File: config.mk
export PLATFORM = sky130hd
export DESIGN_NAME = operand_fetch_stage
export DESIGN_NICKNAME = d
export VERILOG_FILES = /design/src/rtl/ofs_pkg.sv /design/src/rtl/ofs_scoreboard.sv /design/src/rtl/operand_fetch_stage.sv
export SDC_FILE = /design/constraint.sdc
export NUM_CORES = 1
export LEC_CHECK = 0
export BUFFER_PORTS_ARGS = -buffer_cell sky130_fd_sc_hd__buf_4
export CELL_PAD_IN_SITES_DETAIL_PLACEMENT = 0
export CELL_PAD_IN_SITES_GLOBAL_PLACEMENT = 1
export CORE_UTILIZATION = 44
export CTS_CLUSTER_DIAMETER = 100
export CTS_CLUSTER_SIZE = 20
export DETAILED_ROUTE_END_ITERATION = 16
export GPL_TIMING_DRIVEN = 0
export PLACE_DENSITY_LB_ADDON = 0.25
export SLEW_MARGIN = 20
export SYNTH_ARGS = -nofsm -noshare
export SYNTH_HDL_FRONTEND = slang
export SYNTH_HIERARCHICAL = 1
export SYNTH_SLANG_ARGS = --single-unit
File: constraint.sdc
create_clock -name clk -period 4.97 [get_ports clk]
set_input_delay 0.994 -clock clk [delete_from_list [all_inputs] [get_ports clk]]
set_output_delay 0.994 -clock clk [all_outputs]
set_load 0.01 [all_outputs]
File: src/rtl/ofs_pkg.sv
// Shared constants, output payload type and operand-select helper for operand_fetch_stage.
// Optional feature macro used by the stage: OFS_WB_BYPASS_EN.
package ofs_pkg;

    localparam int DATA_W   = 32;
    localparam int ADDR_W   = 5;
    localparam int CNT_W    = 2;
    localparam int NUM_REGS = 32;

    typedef struct packed {
        logic [DATA_W-1:0] op_a;
        logic [DATA_W-1:0] op_b;
        logic [ADDR_W-1:0] rd;
        logic              rd_we;
    } ofs_payload_t;

    // Register 0 is hardwired to zero; a bypass hit overrides the not-yet-written file value.
    function automatic logic [DATA_W-1:0] sel_operand(
        input logic [ADDR_W-1:0] src,
        input logic              byp_hit,
        input logic [DATA_W-1:0] wb_data,
        input logic [DATA_W-1:0] rf_data
    );
        logic [DATA_W-1:0] res;
        if (src == '0) begin
            res = '0;
        end else if (byp_hit) begin
            res = wb_data;
        end else begin
            res = rf_data;
        end
        return res;
    endfunction

endpackage

File: src/rtl/ofs_scoreboard.sv
// Per-register count of in-flight destination writes, with increment on issue,
// decrement on writeback and release of a flushed entry. Register 0 is never tracked.
module ofs_scoreboard
    import ofs_pkg::*;
#(
    parameter int ADDR_W = ofs_pkg::ADDR_W,
    parameter int CNT_W  = ofs_pkg::CNT_W
) (
    input  logic                clk,
    input  logic                rst_n,
    input  logic                inc_en_i,
    input  logic [ADDR_W-1:0]   inc_addr_i,
    input  logic                dec_en_i,
    input  logic [ADDR_W-1:0]   dec_addr_i,
    input  logic                rel_en_i,
    input  logic [ADDR_W-1:0]   rel_addr_i,
    output logic [NUM_REGS-1:0] pending_o,
    output logic [NUM_REGS-1:0] cnt_is_one_o,
    output logic [NUM_REGS-1:0] cnt_is_max_o
);

    localparam int CNT_MAX_I = (1 << CNT_W) - 1;

    logic [CNT_W-1:0] cnt_q [NUM_REGS];
    logic [CNT_W-1:0] cnt_d [NUM_REGS];
    logic             rel_orphan;

    always_comb begin
        int nxt;
        nxt = 0;
        for (int r = 0; r < NUM_REGS; r++) begin
            nxt = int'(cnt_q[r])
                + int'(inc_en_i && (inc_addr_i == ADDR_W'(r)) && (r != 0))
                - int'(dec_en_i && (dec_addr_i == ADDR_W'(r)) && (r != 0))
                - int'(rel_en_i && (rel_addr_i == ADDR_W'(r)) && (r != 0));
            // Writebacks to idle registers (e.g. preloading the file) land here and clamp.
            if (nxt < 0) begin
                nxt = 0;
            end else if (nxt > CNT_MAX_I) begin
                nxt = CNT_MAX_I;
            end
            cnt_d[r] = CNT_W'(nxt);
        end
    end

    always_ff @(posedge clk or negedge rst_n) begin
        if (!rst_n) begin
            for (int r = 0; r < NUM_REGS; r++) begin
                cnt_q[r] <= '0;
            end
        end else begin
            for (int r = 0; r < NUM_REGS; r++) begin
                cnt_q[r] <= cnt_d[r];
            end
        end
    end

    always_comb begin
        pending_o    = '0;
        cnt_is_one_o = '0;
        cnt_is_max_o = '0;
        for (int r = 0; r < NUM_REGS; r++) begin
            pending_o[r]    = (cnt_q[r] != '0);
            cnt_is_one_o[r] = (cnt_q[r] == CNT_W'(1));
            cnt_is_max_o[r] = (cnt_q[r] == {CNT_W{1'b1}});
        end
    end

    // A flushed entry must always own a pending count; releasing an idle register is a bug.
    assign rel_orphan = rel_en_i && (rel_addr_i != '0) && (cnt_q[rel_addr_i] == '0);

    assert property (@(posedge clk) disable iff (!rst_n) !rel_orphan)
        else $error("ofs_scoreboard: flush release of register with no pending write");

endmodule

File: src/rtl/operand_fetch_stage.sv
// Operand fetch stage: register-file read, RAW scoreboard stall, ID/EX output register.
// Define OFS_WB_BYPASS_EN to forward the same-cycle writeback value into the operands.
module operand_fetch_stage
    import ofs_pkg::*;
#(
    parameter int DATA_W = ofs_pkg::DATA_W,
    parameter int ADDR_W = ofs_pkg::ADDR_W,
    parameter int CNT_W  = ofs_pkg::CNT_W
) (
    input  logic              clk,
    input  logic              rst_n,
    input  logic              in_valid,
    output logic              in_ready,
    input  logic [ADDR_W-1:0] in_rs,
    input  logic [ADDR_W-1:0] in_rt,
    input  logic              in_rs_used,
    input  logic              in_rt_used,
    input  logic [ADDR_W-1:0] in_rd,
    input  logic              in_rd_we,
    output logic [ADDR_W-1:0] rf_raddr1,
    output logic [ADDR_W-1:0] rf_raddr2,
    input  logic [DATA_W-1:0] rf_rdata1,
    input  logic [DATA_W-1:0] rf_rdata2,
    input  logic              wb_en,
    input  logic [ADDR_W-1:0] wb_addr,
    input  logic [DATA_W-1:0] wb_data,
    input  logic              flush,
    output logic              out_valid,
    input  logic              out_ready,
    output logic [DATA_W-1:0] out_op_a,
    output logic [DATA_W-1:0] out_op_b,
    output logic [ADDR_W-1:0] out_rd,
    output logic              out_rd_we
);

    logic                byp_a;
    logic                byp_b;
    logic                hazard_a;
    logic                hazard_b;
    logic                struct_stall;
    logic                accept;
    logic [DATA_W-1:0]   op_a;
    logic [DATA_W-1:0]   op_b;
    logic [NUM_REGS-1:0] pending;
    logic [NUM_REGS-1:0] cnt_is_one;
    logic [NUM_REGS-1:0] cnt_is_max;

    logic                out_valid_q;
    logic                out_valid_d;
    ofs_payload_t        out_q;
    ofs_payload_t        out_d;

    assign rf_raddr1 = in_rs;
    assign rf_raddr2 = in_rt;

`ifdef OFS_WB_BYPASS_EN
    assign byp_a = wb_en && (wb_addr == in_rs) && (in_rs != '0);
    assign byp_b = wb_en && (wb_addr == in_rt) && (in_rt != '0);
`else
    assign byp_a = 1'b0;
    assign byp_b = 1'b0;
`endif

    assign op_a = sel_operand(in_rs, byp_a, wb_data, rf_rdata1);
    assign op_b = sel_operand(in_rt, byp_b, wb_data, rf_rdata2);

    // The last outstanding writer retiring this cycle is covered by the bypass.
    assign hazard_a = in_rs_used && (in_rs != '0) && pending[in_rs]
                    && !(byp_a && cnt_is_one[in_rs]);
    assign hazard_b = in_rt_used && (in_rt != '0) && pending[in_rt]
                    && !(byp_b && cnt_is_one[in_rt]);

    // A full counter can still take a new writer when one of its writes retires now.
    assign struct_stall = in_rd_we && (in_rd != '0) && cnt_is_max[in_rd]
                        && !(wb_en && (wb_addr == in_rd));

    assign in_ready = !flush && (!out_valid_q || out_ready)
                    && !hazard_a && !hazard_b && !struct_stall;
    assign accept   = in_valid && in_ready;

    always_comb begin
        out_valid_d = out_valid_q;
        out_d       = out_q;
        if (accept) begin
            out_valid_d = 1'b1;
            out_d.op_a  = op_a;
            out_d.op_b  = op_b;
            out_d.rd    = in_rd;
            out_d.rd_we = in_rd_we;
        end else if (flush) begin
            out_valid_d = 1'b0;
        end else if (out_valid_q && out_ready) begin
            out_valid_d = 1'b0;
        end
    end

    always_ff @(posedge clk or negedge rst_n) begin
        if (!rst_n) begin
            out_valid_q <= 1'b0;
            out_q       <= '0;
        end else begin
            out_valid_q <= out_valid_d;
            out_q       <= out_d;
        end
    end

    ofs_scoreboard #(
        .ADDR_W (ADDR_W),
        .CNT_W  (CNT_W)
    ) u_scoreboard (
        .clk          (clk),
        .rst_n        (rst_n),
        .inc_en_i     (accept && in_rd_we && (in_rd != '0)),
        .inc_addr_i   (in_rd),
        .dec_en_i     (wb_en && (wb_addr != '0)),
        .dec_addr_i   (wb_addr),
        .rel_en_i     (flush && out_valid_q && out_q.rd_we && (out_q.rd != '0)),
        .rel_addr_i   (out_q.rd),
        .pending_o    (pending),
        .cnt_is_one_o (cnt_is_one),
        .cnt_is_max_o (cnt_is_max)
    );

    assign out_valid = out_valid_q;
    assign out_op_a  = out_q.op_a;
    assign out_op_b  = out_q.op_b;
    assign out_rd    = out_q.rd;
    assign out_rd_we = out_q.rd_we;

endmodule

==> Word level (Yosys, flattened, before mapping) <==
Index checks and enable logic that the tools add are counted.
{ "classes": {"n_addsub": 93, "multipliers": 0, "div_mod_pow": 0, "magnitude_cmp": 67, "eq_ne": 126, "shift": 0, "mux": 75, "bitwise_logic": 0, "n_reduce_logical": 161} }
{ "ops": {"columns": ["cell", "n"], "rows": [
  ["$sub 32x2->32", 62],
  ["$gt 32x3->1 const B", 31],
  ["$lt 32x1->1 const B", 31],
  ["$eq 5x5->1 const B", 48],
  ["$mux 2", 64],
  ["$eq 5x4->1 const B", 24],
  ["$logic_and 1x1->1", 113],
  ["$add 2x1->3", 31],
  ["$reduce_bool 2->1", 33],
  ["$eq 2x2->1 const B", 32],
  ["$mux 32", 2],
  ["$eq 5x3->1 const B", 12],
  ["$eq 5x2->1 const B", 6],
  ["$reduce_bool 5->1", 5],
  ["$lt 5x6->1 const B", 3],
  ["$bmux 1 s5", 3],
  ["$eq 5x1->1 const B", 3],
  ["$logic_not 5->1", 2],
  ["$logic_not 1->1", 6],
  ["$mux 1", 6],
  ["$eq 5x5->1", 1],
  ["$reduce_bool 3->1", 1],
  ["$gt 2x2->1 const B", 1],
  ["$lt 2x1->1 const B", 1],
  ["$logic_or 1x1->1", 1]
]} }
{ "totals": {"ff_bits": 135, "latch_bits": 0, "ramBits": 0, "romBits": 0, "in_bits": 125, "out_inout_bits": 82, "wordCells": 559, "memories": 0} }

==> Longest topological paths before layout <==
Gate-level depths: netlist of run 1.
{ "logic_depth": {"ltp_word": 18, "depth_mapped": 19, "depth_no_buf": 19} }

==> Hierarchy <==
Netlist of run 1, hierarchy kept.
{ "modules_own_cells": {"columns": ["module", "n_inst", "cells_each", "area_per_inst_um2"], "rows": [
  ["ofs_scoreboard", 1, 857, 7295.7],
  ["operand_fetch_stage", 1, 412, 4237.8]
]} }

==> Worst setup path after synthesis of run 1 <==
OpenSTA, ideal clock, no wires.
{ "synth_path": {"kind": "input to register", "from": "in in_rt[1]", "to": "reg u_scoreboard/cnt_q[22] in the netlist's numbering", "setup_time_ps": 77, "arrival_ps": 4575, "required_time_ps": 4893, "path_slack_ps": 317, "cell_stages": 18, "path_buffers": 1, "cell_sequence": "buf_6 -> mux2_1 -> mux4_2 -> o311a_1 -> nand3_1 -> o21ai_2 -> nor4_1 -> nand2_1 -> nor2_1 -> nand2_1 -> ha_1 -> inv_1 -> ha_1 -> fa_1 -> inv_1 -> ha_1 -> a22o_1 -> a21oi_1"} }
{ "synth_lines": {"columns": ["item", "line", "text"], "rows": [
  ["start, declared", "operand_fetch_stage.sv:15", "input logic [ADDR_W-1:0] in_rt,"],
  ["end signal, assigned by index", "ofs_scoreboard.sv:53", "cnt_q[r] <= cnt_d[r];"],
  ["end, declared", "ofs_scoreboard.sv:24", "logic [CNT_W-1:0] cnt_q [NUM_REGS];"]
]} }

==> impl_metrics.tcl, run 1 <==
set metrics [dict create \
    rrSetupSlack_ps 450 \
    synth_cells 1237 \
    placed_cells 1741 \
    cts_tree "built" \
    viasPerCell 5.00 \
    hold_viol 0 \
    synthToLayoutAreaGrowth_pct 21.2 \
    worst_pin_slew_ps 1030 \
    first_global_vias 9099 \
    crit_path_start_kind "input port" \
    synthesis.area_um2 11300 \
    crit_required_ps 5320 \
    gr-usage-all-layers_pct 23.8 \
    cpMostUsedCell "ha_1" \
    vias 8871 \
    die_w_um 163 \
    path_cells "buf_4, buf_6, mux2_1, mux4_2, o311a_1, nand3_1, o21ai_2, nor4_4, nand2_2, nor2_1, nand2_1, ha_1, inv_1, ha_1, fa_1, inv_1, ha_1, a22o_1, a21oi_1" \
    io_pins 207 \
    fin_crit_sh_pct 94.4 \
    cap_violations 0 \
    layout_setup_ws_ps 278 \
    irDropWorstVdd_mv 0.239 \
    powerDensity_nw_per_um2 398 \
    critPathArrivalTime_ps 5050 \
    num_rows 58 \
    dieArea_um2 26400 \
    ff2ff_path_depth 18 \
    crit_type "in -> reg" \
    globalplace.congestion 0.821 \
    status "completed" \
    start_util_pct 44.9 \
    antenna_found_initial 0 \
    clock_path_buffers 2 \
    grt_overflow 0 \
    holdCritPathClass "in -> async" \
    drive_gt1_share_pct 21.1 \
    fmax_mhz 213 \
    rsz0062_at_grt "no" \
    wirelength_mm 29.7 \
    clkLatencyLatePin_ps 430 \
    h-tree-depth 4 \
    root_buffer "clkbuf_16" \
    drv_slew 0 \
    clock_sinks 133 \
    coreArea_um2 25300 \
    die_h_um 163 \
    cts_hold_buf 0 \
    numPortBuffers 172 \
    dpl.hpwl_mm 22.7 \
    syn_avg_cell_area_um2 9.16 \
    drc 0 \
    end_kind "register" \
    cpPeakStageDelay_ps 510 \
    fin_cells 1773 \
    yosys_warnings 6 \
    antenna_left 0 \
    numCtsBuffers 17 \
    setup_violations 0 \
    grt_max_degree 85 \
    p_leak_nw 7.32 \
    timing.critical_path.fanout_max 10 \
    fin_util_pct 54.4 \
    critical_path.slowest_cell "fa_1" \
    grt_pass1_wl_mm 47.9 \
    num_antenna_cells 0 \
    dr.first_iter.drc_count 477 \
    path_clk_slew_ps 70 \
    finalCriticalPeriod_ps 4690 \
    finClkSkew_ps 15.5 \
    drtPass1Iterations 7 \
    maxSlewHeadroom_pct 30.6 \
    avgRoutedWirePerCell_um 16.8 \
    r2r-end "u_scoreboard/cnt_q[39]" \
    nNetsFinal 1739 \
    place_ws_ps -601 \
    r2r_start "u_scoreboard/cnt_q[49]" \
]
-- per-stage QoR --
step                      total power [W]  hold slack, ps  instance area [um^2]  TNS, ps
after floorplan                   0.00317             547                 11300        0
after global placement            0.00409             507                 13000   -32840
after detailed placement          0.00415             511                 13100   -30660
after CTS                         0.00553             491                 13700        0
after global routing              0.00589             502                 13700        0
final                             0.00547             482                 13700        0
-- layout by cell type (no fill, tap or decap), drive strengths merged, types with 2 or more instances in the layout --
| master | instances |
|---|---|
| inv | 255 |
| buf | 203 |
| ha | 153 |
| dfrtp | 133 |
| nand2 | 108 |
| mux2i | 83 |
| nor2 | 73 |
| a21oi | 59 |
| nand2b | 43 |
| or2 | 37 |
| and2 | 34 |
| xor2 | 33 |
| clkbuf | 33 |
| fa | 31 |
| a21o | 29 |
| a22o | 29 |
| mux2 | 22 |
| nand3 | 12 |
| mux4 | 11 |
| nor2b | 8 |
| o22ai | 7 |
| nor3 | 5 |
| a221oi | 4 |
| o32a | 4 |
| o21ai | 4 |
| nand3b | 3 |
| or4 | 3 |
| clkinv | 3 |
| nor4 | 3 |
| clkinvlp | 2 |
| bufinv | 2 |
| nand4 | 2 |
| and2b | 2 |
| conb | 2 |
-- sequential cells by signal (all words and copies together) (netlist names) --
name / count
out_op_b: 32
out_rd_we: 1
out_op_a: 32
out_rd: 5
u_scoreboard/cnt_q: 62
out_valid: 1
-- layer usage --
metal	share of wire [%]	track usage [%]	up-vias
met5	0	0	-
met4	1.8	6.43	0
met3	4.9	4.02	40
met2	49	39.9	198
met1	45	31.5	4283
li1	-	-	4350
-- timing repair --
item / 4_1_cts / 5_1_grt
endpoints found under the setup margin: 56 / 58
pin swaps: 0 / 1
gates resized for setup: 9 / 7
setup buffers: 2 / 0
-- worst max path at each step --
stage | from | endpoint | slack (ps)
after floorplan | in_rt[1] | u_scoreboard/cnt_q[22] | 320
after global placement | in_rd[2] | u_scoreboard/cnt_q[7] | -650
after detailed placement | in_rd[2] | u_scoreboard/cnt_q[7] | -600
after CTS | in_rt[0] | u_scoreboard/cnt_q[58] | 100
after global routing | in_rs[0] | u_scoreboard/cnt_q[39] | 40
final | in_rt[1] | u_scoreboard/cnt_q[39] | 280
-- area by class of cell --
type | count | area [um^2]
sequential | 133 | 3330
clock inverter | 14 | 168
timing repair buffer | 175 | 1340
multi-input combinational | 812 | 6820
inverter | 248 | 931
clock buffer | 18 | 429
buffer | 43 | 314
fill | 2389 | 11500
tap | 330 | 413
-- report_power, final --
| part | switching, W | internal [W] |
|---|---|---|
| registers | 0.000326 | 0.00153 |
| logic | 0.00115 | 0.00113 |
| clock network | 0.000581 | 0.000757 |
| total | 0.00205 | 0.00341 |
-- worst max-delay path, delay by kind of cell --
family                     cells  cell delay [ps]
adders and majority gates      4             1230
and+or+nand+nor                5              900
muxes                          2              790
AOI/OAI and AO/OA              4              740
buffers and inverters          4              380
Power figures use the tool's default switching activity.
==> inputs of run 2 (changes only) <==
--- a/config.mk
+++ b/config.mk
@@ -5,7 +5,7 @@
 export SDC_FILE = /design/constraint.sdc
 export NUM_CORES = 1
 export LEC_CHECK = 0
-export BUFFER_PORTS_ARGS = -buffer_cell sky130_fd_sc_hd__buf_4
+export BUFFER_PORTS_ARGS = -buffer_cell sky130_fd_sc_hd__clkbuf_2
 export CELL_PAD_IN_SITES_DETAIL_PLACEMENT = 0
 export CELL_PAD_IN_SITES_GLOBAL_PLACEMENT = 1
 export CORE_UTILIZATION = 44
==> impl_metrics.tcl, run 2 (synthesized netlist as in run 1, its figures left out) <==
set metrics [dict create \
    cts_tree "built" \
    hold_viol 0 \
    avgRoutedWirePerCell_um 16.7 \
    wirelength_mm 29.7 \
    drive_gt1_share_pct 21.6 \
    holdCritPathClass "in -> async" \
    timing.hold.ws_ps 454 \
    dpl.hpwl_mm 22.9 \
    crit_type "in -> reg" \
    critical_path.slowest_cell "fa_1" \
    drc 0 \
    cpMostUsedCell "ha_1" \
    setup_violations 0 \
    coreArea_um2 25300 \
    start_util_pct 44.9 \
    numPortBuffers 172 \
    mostFrequentLayoutCell "inv_1" \
    critPathArrivalTime_ps 5110 \
    grt_max_degree 55 \
    layout_common_cells "inv_1 (248), clkbuf_2 (173), ha_1 (153), dfrtp_1 (133), nand2_1 (107)" \
    fmax_mhz 210 \
    power_w 0.00534 \
    drt-met1-wl_mm 13.3 \
    crit_path_start_kind "input port" \
    setup_tns_ps 0 \
    wl_met3_mm 1.46 \
    io_pins 207 \
    numCtsBuffers 17 \
    powerDensity_nw_per_um2 398 \
    fin_util_pct 53.0 \
    dieArea_um2 26400 \
    viasPerCell 4.97 \
    first_global_vias 8917 \
    cpPeakStageDelay_ps 510 \
    grt_overflow 0 \
    synthToLayoutAreaGrowth_pct 18.2 \
    path_clk_slew_ps 70 \
    grt_pass1_wl_mm 47.3 \
    finClkSkew_ps 21.5 \
    p_leak_nw 7.25 \
    fin_crit_sh_pct 95.7 \
    timing.critical_path.fanout_max 10 \
    num_rows 58 \
    drv_slew 0 \
    largest_reg_flops 62 \
    cap_violations 0 \
    worst_pin_slew_ps 876 \
    root_buffer "clkbuf_16" \
    clock_path_buffers 2 \
    h-tree-depth 4 \
    met2_length_mm 14.4 \
    clock_sinks 133 \
    irDropWorstVdd_mv 0.212 \
    maxSlewHeadroom_pct 41.4 \
    vias 8842 \
    antenna_left 0 \
    top_layer "met5" \
    die_w_um 163 \
    end_kind "register" \
    antenna_found_initial 3 \
    regMostFlops "u_scoreboard/cnt_q" \
    layout_setup_ws_ps 214 \
    die_h_um 163 \
    clkLatencyLatePin_ps 440 \
    cts_hold_buf 0 \
    status "completed" \
    finalCriticalPeriod_ps 4760 \
    path_cells "clkbuf_2, buf_2, buf_4, mux4_2, mux2i_2, nand3b_1, nand3_1, o21ai_2, nor4_2, nand2_2, nor3_4, nand2_1, ha_1, inv_1, ha_1, fa_1, inv_1, ha_1, a22o_1, a21oi_1" \
    globalplace.congestion 0.848 \
    place_ws_ps -647 \
    dr.first_iter.drc_count 417 \
    crit_required_ps 5320 \
    drtPass1Iterations 4 \
    nNetsFinal 1743 \
    gr-usage-all-layers_pct 23.5 \
]
-- run 2: cell types whose count changed in the layout (fill, tap and decap cells not counted), sizes merged --
cell	previous run	this run
bufinv	2	3
clkinvlp	2	1
diode	0	1
buf	203	34
clkbuf	33	206
-- run 2: power by group --
group          total [W]  internal, W  switching [W]  leakage [nW]
clock network    0.00138     0.000819       0.000563         0.305
registers        0.00185      0.00153       0.000321          1.40
logic            0.00210     0.000950        0.00115          5.55
total            0.00534      0.00330        0.00204          7.25
-- run 2: worst paths after layout --
kind                                             start                endpoint  slack [ps]  depth (start not counted)
worst max-delay path                          in_rd[2]  u_scoreboard/cnt_q[50]         210                         20
worst min-delay path                             rst_n   u_scoreboard/cnt_q[3]         450                          1
worst max register to register  u_scoreboard/cnt_q[49]  u_scoreboard/cnt_q[50]         390                         18
worst min register to register            out_op_b[15]            out_op_b[15]         520                          2
max in group asynchronous                        rst_n  u_scoreboard/cnt_q[53]        3610                          3
min in group clk                          out_op_b[15]            out_op_b[15]         520                          2
-- run 2: stage by stage --
step / cell area, um^2 / cells
after floorplan: 11300 / 1238
after global placement: 12600 / 1740
after detailed placement: 12700 / 1742
after CTS: 13300 / 1775
after global routing: 13400 / 1777
final: 13400 / 1778
-- run 2: worst max-delay path, delay by kind of cell --
family,cells,cell delay [ps]
AOI/OAI and AO/OA,3,460
buffers and inverters,5,730
and+or+nand+nor,6,1130
adders and majority gates,4,1190
muxes,2,600
-- run 2: area by class of cell --
type / count / area (um^2)
Antenna cell: 1 / 2.50
Buffer: 45 / 325
Clock buffer: 18 / 439
Clock inverter: 14 / 188
Fill cell: 2394 / 11900
Inverter: 248 / 931
Multi-Input combinational cell: 812 / 6820
Sequential cell: 133 / 3330
Tap cell: 330 / 413
Timing Repair Buffer: 177 / 947
-- run 2: repair_timing --
item	4_1_cts	5_1_grt
buffers inserted	1	2
gates resized for setup	11	9
pin swaps	0	3
setup endpoints to repair	56	56
-- run 2: metal layers --
metal | up-vias | global-route usage (%)
met5 | - | 0
met4 | 4 | 6.39
met3 | 45 | 4.00
met2 | 177 | 39.2
met1 | 4258 | 31.3
li1 | 4358 | -
